==> src/rtl/dwt_fir_sched.sv <==
// dwt_fir_sched: round-robin scheduler sharing one pipelined 4-tap FIR MAC
// engine between the four DWT filter channels (0 Lo_D, 1 Hi_D, 2 Lo_R, 3 Hi_R).
// Each channel keeps a 3-sample history and a 4-tap coefficient bank. The block
// issues one tap vector per cycle and realigns the channel tag with the result.
//
// Optional feature macro: DWT_SCHED_CFG_EN adds a coefficient write port
// (cfg_we, cfg_ch, cfg_tap, cfg_data). Without it the banks are constants.
//
// Ports:
//   clk, rstn                clock, asynchronous active-low reset
//   sched_en                 grant enable (in-flight results still drain)
//   ch_valid[3:0], ch_x      per-channel sample valid / packed samples
//   ch_ready[3:0]            per-channel grant (combinational, one-hot)
//   hist_clr[3:0]            per-channel synchronous history clear
//   mac_vld, mac_x0..3       registered issue strobe and tap vector
//   mac_c0..3                registered coefficient bank of the issued channel
//   mac_y                    engine result, MAC_LAT cycles after mac_vld
//   y, y_ch, y_valid         result, its channel tag and strobe
module dwt_fir_sched #(
  parameter int unsigned W_IN    = 9,
  parameter int unsigned C_IN    = 9,
  parameter int unsigned Y_OUT   = 25,
  parameter int unsigned MAC_LAT = 5
) (
  input  logic                clk,
  input  logic                rstn,
  input  logic                sched_en,
  input  logic [3:0]          ch_valid,
  input  logic [4*W_IN-1:0]   ch_x,
  output logic [3:0]          ch_ready,
  input  logic [3:0]          hist_clr,
`ifdef DWT_SCHED_CFG_EN
  input  logic                cfg_we,
  input  logic [1:0]          cfg_ch,
  input  logic [1:0]          cfg_tap,
  input  logic [C_IN-1:0]     cfg_data,
`endif
  output logic                mac_vld,
  output logic [W_IN-1:0]     mac_x0,
  output logic [W_IN-1:0]     mac_x1,
  output logic [W_IN-1:0]     mac_x2,
  output logic [W_IN-1:0]     mac_x3,
  output logic [C_IN-1:0]     mac_c0,
  output logic [C_IN-1:0]     mac_c1,
  output logic [C_IN-1:0]     mac_c2,
  output logic [C_IN-1:0]     mac_c3,
  input  logic [Y_OUT-1:0]    mac_y,
  output logic [Y_OUT-1:0]    y,
  output logic [1:0]          y_ch,
  output logic                y_valid
);

  localparam int unsigned N_CH  = 4;
  localparam int unsigned N_TAP = 4;
  localparam int unsigned N_HIS = 3;

  // Reset coefficient banks {c0, c1, c2, c3} per channel
  localparam int COEF_RST [N_CH][N_TAP] = '{
    '{ -34,   57,  214,  123},
    '{-123,  214,  -57,  -34},
    '{ 123,  214,   57,  -34},
    '{ -34,  -57,  214, -123}
  };

  logic [W_IN-1:0] x_arr [N_CH];
  logic [W_IN-1:0] hist  [N_CH][N_HIS];
  logic [C_IN-1:0] coef  [N_CH][N_TAP];
  logic [1:0]      rr;
  logic            grant_vld_c;
  logic [1:0]      grant_ch_c;
  logic [1:0]      mac_ch;
  logic [MAC_LAT-1:0] tag_vld;
  logic [1:0]      tag_ch [MAC_LAT];

  // Unpack per-channel samples
  always_comb begin
    for (int i = 0; i < N_CH; i++) begin
      x_arr[i] = ch_x[i*W_IN +: W_IN];
    end
  end

  // Round-robin search from rr; scanning downwards lets the nearest valid win
  always_comb begin
    grant_vld_c = 1'b0;
    grant_ch_c  = 2'd0;
    if (rstn && sched_en) begin
      for (int k = 3; k >= 0; k--) begin
        if (ch_valid[rr + 2'(k)]) begin
          grant_vld_c = 1'b1;
          grant_ch_c  = rr + 2'(k);
        end
      end
    end
  end

  assign ch_ready = grant_vld_c ? (4'b0001 << grant_ch_c) : 4'b0000;

  // Round-robin pointer
  always_ff @(posedge clk or negedge rstn) begin
    if (!rstn) begin
      rr <= 2'd0;
    end else if (grant_vld_c) begin
      rr <= grant_ch_c + 2'd1;
    end
  end

`ifdef DWT_SCHED_CFG_EN
  // Writable banks; a same-cycle issue still reads the old value
  always_ff @(posedge clk or negedge rstn) begin
    if (!rstn) begin
      for (int i = 0; i < N_CH; i++) begin
        for (int t = 0; t < N_TAP; t++) begin
          coef[i][t] <= C_IN'(COEF_RST[i][t]);
        end
      end
    end else if (cfg_we) begin
      coef[cfg_ch][cfg_tap] <= cfg_data;
    end
  end
`else
  // Constant banks
  always_comb begin
    for (int i = 0; i < N_CH; i++) begin
      for (int t = 0; t < N_TAP; t++) begin
        coef[i][t] = C_IN'(COEF_RST[i][t]);
      end
    end
  end
`endif

  // Sample histories; a clear coinciding with a transfer keeps the new sample
  always_ff @(posedge clk or negedge rstn) begin
    if (!rstn) begin
      for (int i = 0; i < N_CH; i++) begin
        for (int j = 0; j < N_HIS; j++) begin
          hist[i][j] <= '0;
        end
      end
    end else begin
      for (int i = 0; i < N_CH; i++) begin
        if (grant_vld_c && (grant_ch_c == 2'(i))) begin
          hist[i][0] <= x_arr[i];
          hist[i][1] <= hist_clr[i] ? '0 : hist[i][0];
          hist[i][2] <= hist_clr[i] ? '0 : hist[i][1];
        end else if (hist_clr[i]) begin
          for (int j = 0; j < N_HIS; j++) begin
            hist[i][j] <= '0;
          end
        end
      end
    end
  end

  // Issue registers; tap vector and bank hold when idle
  always_ff @(posedge clk or negedge rstn) begin
    if (!rstn) begin
      mac_vld <= 1'b0;
      mac_ch  <= 2'd0;
      mac_x0  <= '0;
      mac_x1  <= '0;
      mac_x2  <= '0;
      mac_x3  <= '0;
      mac_c0  <= C_IN'(COEF_RST[0][0]);
      mac_c1  <= C_IN'(COEF_RST[0][1]);
      mac_c2  <= C_IN'(COEF_RST[0][2]);
      mac_c3  <= C_IN'(COEF_RST[0][3]);
    end else begin
      mac_vld <= grant_vld_c;
      if (grant_vld_c) begin
        mac_ch <= grant_ch_c;
        mac_x0 <= x_arr[grant_ch_c];
        mac_x1 <= hist[grant_ch_c][0];
        mac_x2 <= hist[grant_ch_c][1];
        mac_x3 <= hist[grant_ch_c][2];
        mac_c0 <= coef[grant_ch_c][0];
        mac_c1 <= coef[grant_ch_c][1];
        mac_c2 <= coef[grant_ch_c][2];
        mac_c3 <= coef[grant_ch_c][3];
      end
    end
  end

  // Tag pipe follows mac_vld so its tail lines up with mac_y
  always_ff @(posedge clk or negedge rstn) begin
    if (!rstn) begin
      tag_vld <= '0;
      for (int i = 0; i < MAC_LAT; i++) begin
        tag_ch[i] <= 2'd0;
      end
    end else begin
      tag_vld[0] <= mac_vld;
      tag_ch[0]  <= mac_ch;
      for (int i = 1; i < MAC_LAT; i++) begin
        tag_vld[i] <= tag_vld[i-1];
        tag_ch[i]  <= tag_ch[i-1];
      end
    end
  end

  assign y_valid = tag_vld[MAC_LAT-1];
  assign y_ch    = tag_ch[MAC_LAT-1];
  assign y       = mac_y;

endmodule

==> config.mk <==
export PLATFORM = sky130hd
export DESIGN_NAME = dwt_fir_sched
export DESIGN_NICKNAME = d
export VERILOG_FILES = /design/src/rtl/dwt_fir_sched.sv
export SDC_FILE = /design/constraint.sdc
export NUM_CORES = 1
export LEC_CHECK = 0
export CORE_MARGIN = 1
export CORE_UTILIZATION = 40
export DETAILED_ROUTE_END_ITERATION = 12
export GPL_TIMING_DRIVEN = 0
export HOLD_SLACK_MARGIN = 0.06
export PLACE_DENSITY = 0.77
export SKIP_LAST_GASP = 1
export SLEW_MARGIN = 20
export SYNTH_ARGS = -nofsm -noshare
export SYNTH_HDL_FRONTEND = slang
export SYNTH_SLANG_ARGS = --single-unit
==> constraint.sdc <==
create_clock -name clk -period 5.5 [get_ports clk]
set_clock_uncertainty 0.15 [all_clocks]
set_input_delay 1.1 -clock clk [delete_from_list [all_inputs] [get_ports clk]]
set_output_delay 1.1 -clock clk [all_outputs]
set_load 0.05 [all_outputs]
Yosys cells after proc, flatten, opt, wreduce, memory -nomap -nowiden. Cells that the tools add are included.

Input bits: 72. Output and inout port bits: 105. Logic and storage cells: 97. Register bits: 200.

Shift operators: 1. Equality and inequality tests: 3. Magnitude comparators: 5. Multiplexer cells: 44. Reductions and logical operators: 10. Add/subtract/negate cells: 4. Bitwise operators: 1.

Operators by type and width (count): $mux W27 (10); $mux W9 (10); $bmux W36 S2 (1); $mux W36 (2); $bmux W27 S2 (1); $bmux W9 S2 (1); $lt A2 B3 Y1 const B (4); $mux W2 (5); $mux W1 (9); $bmux W1 S2 (4); $reduce_bool A2 Y1 (4); $logic_and A1 B1 Y1 (5); $add A2 B1 Y2 const B (2); $add A2 B2 Y2 const B (2); $eq A2 B2 Y1 const B (2); $mux W4 (1); $shl A1 B2 Y4 const A (1); $ge A3 B3 Y1 const B (1); $not A2 Y3 (1); $eq A2 B1 Y1 const B (1); $logic_not A2 Y1 (1).

Depth between registers and ports, before layout. Gate-level depths: netlist (run 1).

Depth in word-level cells: 12. Depth in mapped cells: 8. Depth with buffers taken out: 6.

Worst setup path before layout (run 1). OpenSTA, ideal clock, no wires.

Kind: input to output. Start point: input port ch_valid[2]. End point: output port ch_ready[1]. Path buffers: 1. Arrival time: 2.576 ns. Required time: 4.250 ns. Cell stages on the path: 6. Path slack: 1.674 ns. Cells stage by stage: nor2b_1 > a311oi_2 > or2_1 > nand3_1 > inv_1 > clkbuf_1.

Longest elaborated chain between the ends: 9. Elaborated cells on any way between the ends: 20. Those cells by class: 1 x shift; 19 x mux.

RTL lines: start, declared (RTL line 28) `input logic [3:0] ch_valid,`; $bmux W1 S2 (RTL line 88) `if (ch_valid[rr + 2'(k)]) begin`; $mux W1 (not written as such) (RTL line 88); $mux W2 (4 in a row) (RTL line 88); $mux W2 (RTL line 86) `if (rstn && sched_en) begin`; $shl A1 B2 Y4 (RTL line 96) `assign ch_ready = grant_vld_c ? (4'b0001 << grant_ch_c) : 4'b0000;`; $mux W4 * (RTL line 96); end, declared (RTL line 30) `output logic [3:0] ch_ready,`.

Mark *: on every way between the ends. The rest lies on a longest branch, timed or not. The select of a mux whose other input is x is not followed.

Worst setup path after layout (run 1).
Start point: input port ch_valid[0]. End point: output port ch_ready[1].

The elaborated chain is that of the path after synthesis.

==> results by group, run 1 <==
Status
  – Outcome: completed

Synth
  – Sequential element share of the synthesized area: between 50 and 60%
  – Main synth FF type: dfrtp_1
  – Cell taking the most area after synthesis: dfrtp_1
  – Synth Register Bits: 173
  – EDFF count, synth: 0
  – Syn Inst Count: ~750
  – Synthesized cell area: 0.00808 mm²
  – Yosys top cell area share: between 50% and 60%
  – Unique masters post-synth: 39
  – Most common cell in the netlist: dfrtp_1
  – Synth top area cells: dfrtp_1, mux2i_1, buf_4
  – YS warnings: 0
  – Post-synthesis async set-or-reset flop share: between 90% and 100%
  – Syn nets: between 800 and 900
  – Mapped Avg Cell Area: between 10 and 15 µm²
  – Commonest cells post-synth: dfrtp_1, mux2i_1, nand2b_1

Clocking
  – Num CTS Buffers: 17
  – Clk sinks: about 170
  – Clk_lat worst skew: approximately 0.44 ns
  – Longest Clk Path Bufs: 2
  – CTS clk-pin slew, worst paths: 0.07 ns
  – # H-tree levels: 4
  – Root buf cell: clkbuf_16
  – CTS tree: done
  – Post-CTS Setup Bufs: 0

Route
  – Post-route ant nets: 0
  – DRC Markers: 0
  – DRT Pass-1 Iters: 5
  – Via/cell ratio: 5.62
  – Drt wl/cell: between 20 and 25 µm
  – Total via count in the routed design: 6717
  – Initial DRC count: 679
  – Total Wirelength: approximately 24000 µm

Power
  – P_leak: 4.56 nW
  – Cell area power density: 427 mW/mm²
  – Max IR drop VDD: about 0.18 mV

Floorplanning
  – Initial Util: roughly 41%
  – Horiz. Die Dim: 144 µm
  – # IOs: 177
  – Die Y: about 140 µm
  – Core Rows: between 50 and 60
  – Core area: 0.0197 mm²
  – Die Area: 0.0208 mm²

Final layout
  – P&R area growth vs syn: 30.1%
  – Layout cells sized above 1: 12.2%
  – Filler instances: 1732
  – Final Cell Area: roughly 0.011 mm²
  – Antenna Cells: 0
  – Nets: between 900 and 1000

Setup path
  – Setup CP Type: input port to output pin
  – Critical path arrival: about 4.1 ns
  – Startpoint Class: input port
  – Worst Setup End Kind: output pin
  – Critical Path Fanout Max: 10
  – Data required, critical path: ~4.3 ns

STA
  – Final setup fails: 0
  – Final worst-path cycle share: a little over nine tenths
  – Slew HR: between 40% and 50%
  – Final Hold Fails: 0
  – TNS Setup: 0 ns
  – Max-slew violation count: 0
  – RSZ-0062 raised after global routing: false
  – Fmax: 188 MHz
  – Hold WS: roughly 0.19 ns
  – Actual slew at the worst max-slew pin: between 0.7 and 0.8 ns
  – Final critical-path required period: approximately 5.3 ns

GRT
  – GRT overflow: 0
  – Gr usage total: 23.7%
  – Initial antenna violation count: 0
  – Largest net degree at the start of global routing: about 100
  – Vias in the first global route: between 6000 and 7000
  – First-pass GRT wire length: approximately 36000 µm

Placement
  – GPL Wtd Cong: between 0.9 and 1
  – DP HPWL: around 18000 µm
  – IO Port Bufs: between 100 and 150
  – Area post-placement: 0.00994 mm²

Min path
  – Min-Delay Path Class: flip-flop to flip-flop

Job
  – # Max-Cap Violations: 0
worst paths after layout:
kind | to | startpoint | slack [ns] | depth (start not counted)
setup / recovery | ch_ready[1] | ch_valid[0] | 0.18 | 8
max in group asynchronous | mac_c1[5] | rstn | 3.81 | 2
hold / removal | tag_vld[1] | tag_vld[0] | 0.19 | 0
hold reg to reg | tag_vld[1] | tag_vld[0] | 0.19 | 0
setup reg to reg | hist[20] | mac_c0[0] | 2.64 | 7
min in group asynchronous | hist[64] | rstn | 0.46 | 1
registers in the layout, summed over array words and instances, names as in the netlist, 2 cells and up:
signal and cells:
hist 108, mac_c0 4, mac_c1 5, mac_ch 2, mac_x0 9, mac_x1 9
mac_x2 9, mac_x3 9, tag_ch 8, tag_vld 5, y_ch 2
report_power, final:
| group | total (W) | switching (W) | internal, W | leakage [nW] |
|---|---|---|---|---|
| combinational | 0.00172 | 0.00113 | 0.000594 | 2.01 |
| sequential | 0.00158 | 0.000138 | 0.00144 | 2.27 |
| clock | 0.00118 | 0.000577 | 0.000605 | 0.281 |
timing repair:
| item | CTS | global route |
|---|---|---|
| gates resized for setup | 0 | 1 |
| endpoints found under the hold margin | 0 | 0 |
| hold buffers | 0 | 0 |
| setup endpoints to repair | 0 | 1 |
worst max-delay path, cell delays in order:
cell             delay, ns
clkdlybuf4s50_1       0.52
nand2_1               0.12
a311oi_2              0.55
or2_1                 0.26
nand3_1               0.12
inv_1                 0.10
clkbuf_1              0.40
clkdlybuf4s50_1       0.91
routing by layer:
metal | routed length, µm | global-route usage, % | vias to the layer above
li1 | - | - | 2984
met1 | 9760 | 32.1 | 3296
met2 | 11200 | 36.6 | 386
met3 | 2300 | 5.33 | 51
met4 | 798 | 9.92 | 0
met5 | 0 | 0 | -
metrics by stage:
step	utilization [%]	setup slack, ns	instances	power [W]
after CTS	53.5	0.127	1195	0.00449
after global routing	53.5	0.00349	1195	0.00463
after detailed placement	50.6	0.129	1163	0.00332
final	53.5	0.177	1195	0.00449
after floorplan	-	1.67	748	0.00269
after global placement	50.4	-5.81	1162	0.00330
layout make-up:
cell class                 instances  area (µm²)  share of cell area, %
sequential                       173        4340                   41.2
multi-input combinational        446        3040                   28.9
timing repair buffer             150        1530                   14.5
buffer                           114         648                   6.17
clock buffer                      17         425                   4.05
tap                              265         332                   3.15
clock inverter                    15         148                   1.40
inverter                          15        56.3                  0.536
cells in the final DEF (no fill, tap or decap), types with 2 or more instances in the layout:
cell type	instances
a21o_1	5
clkbuf_1	42
mux2i_1	80
buf_4	54
buf_1	4
nand2_1	20
clkinv_4	2
o21ai_0	35
inv_6	7
o31ai_1	10
inv_2	3
nor2_1	31
nand4_1	9
a211oi_1	26
nor3_1	28
inv_1	12
dfrtp_1	168
clkbuf_16	17
inv_8	4
o21ai_1	11
buf_2	14
a221oi_1	9
o32ai_1	35
clkdlybuf4s50_1	147
nand2b_1	55
nand3_1	38
dfstp_2	5
nor2b_1	10
a21oi_1	21
mux2_1	9
cells by family (layout without fill, tap and decap cells):
group	after synthesis	in the layout	synth area share [%]
AO/OA/AOI/OAI	161	161	13.9
buffers and inverters	129	311	8.72
flip-flops	173	173	53.7
multiplexers	89	89	11.2
AND/OR/NAND/NOR	196	196	12.6
No activity file was read; power rests on OpenSTA's default activity.
==> run 2: changes to the inputs <==
- CAP_MARGIN: default -> 30
==> results of run 2 <==
The final DEF is identical to that of run 1; final timing and power are the same.
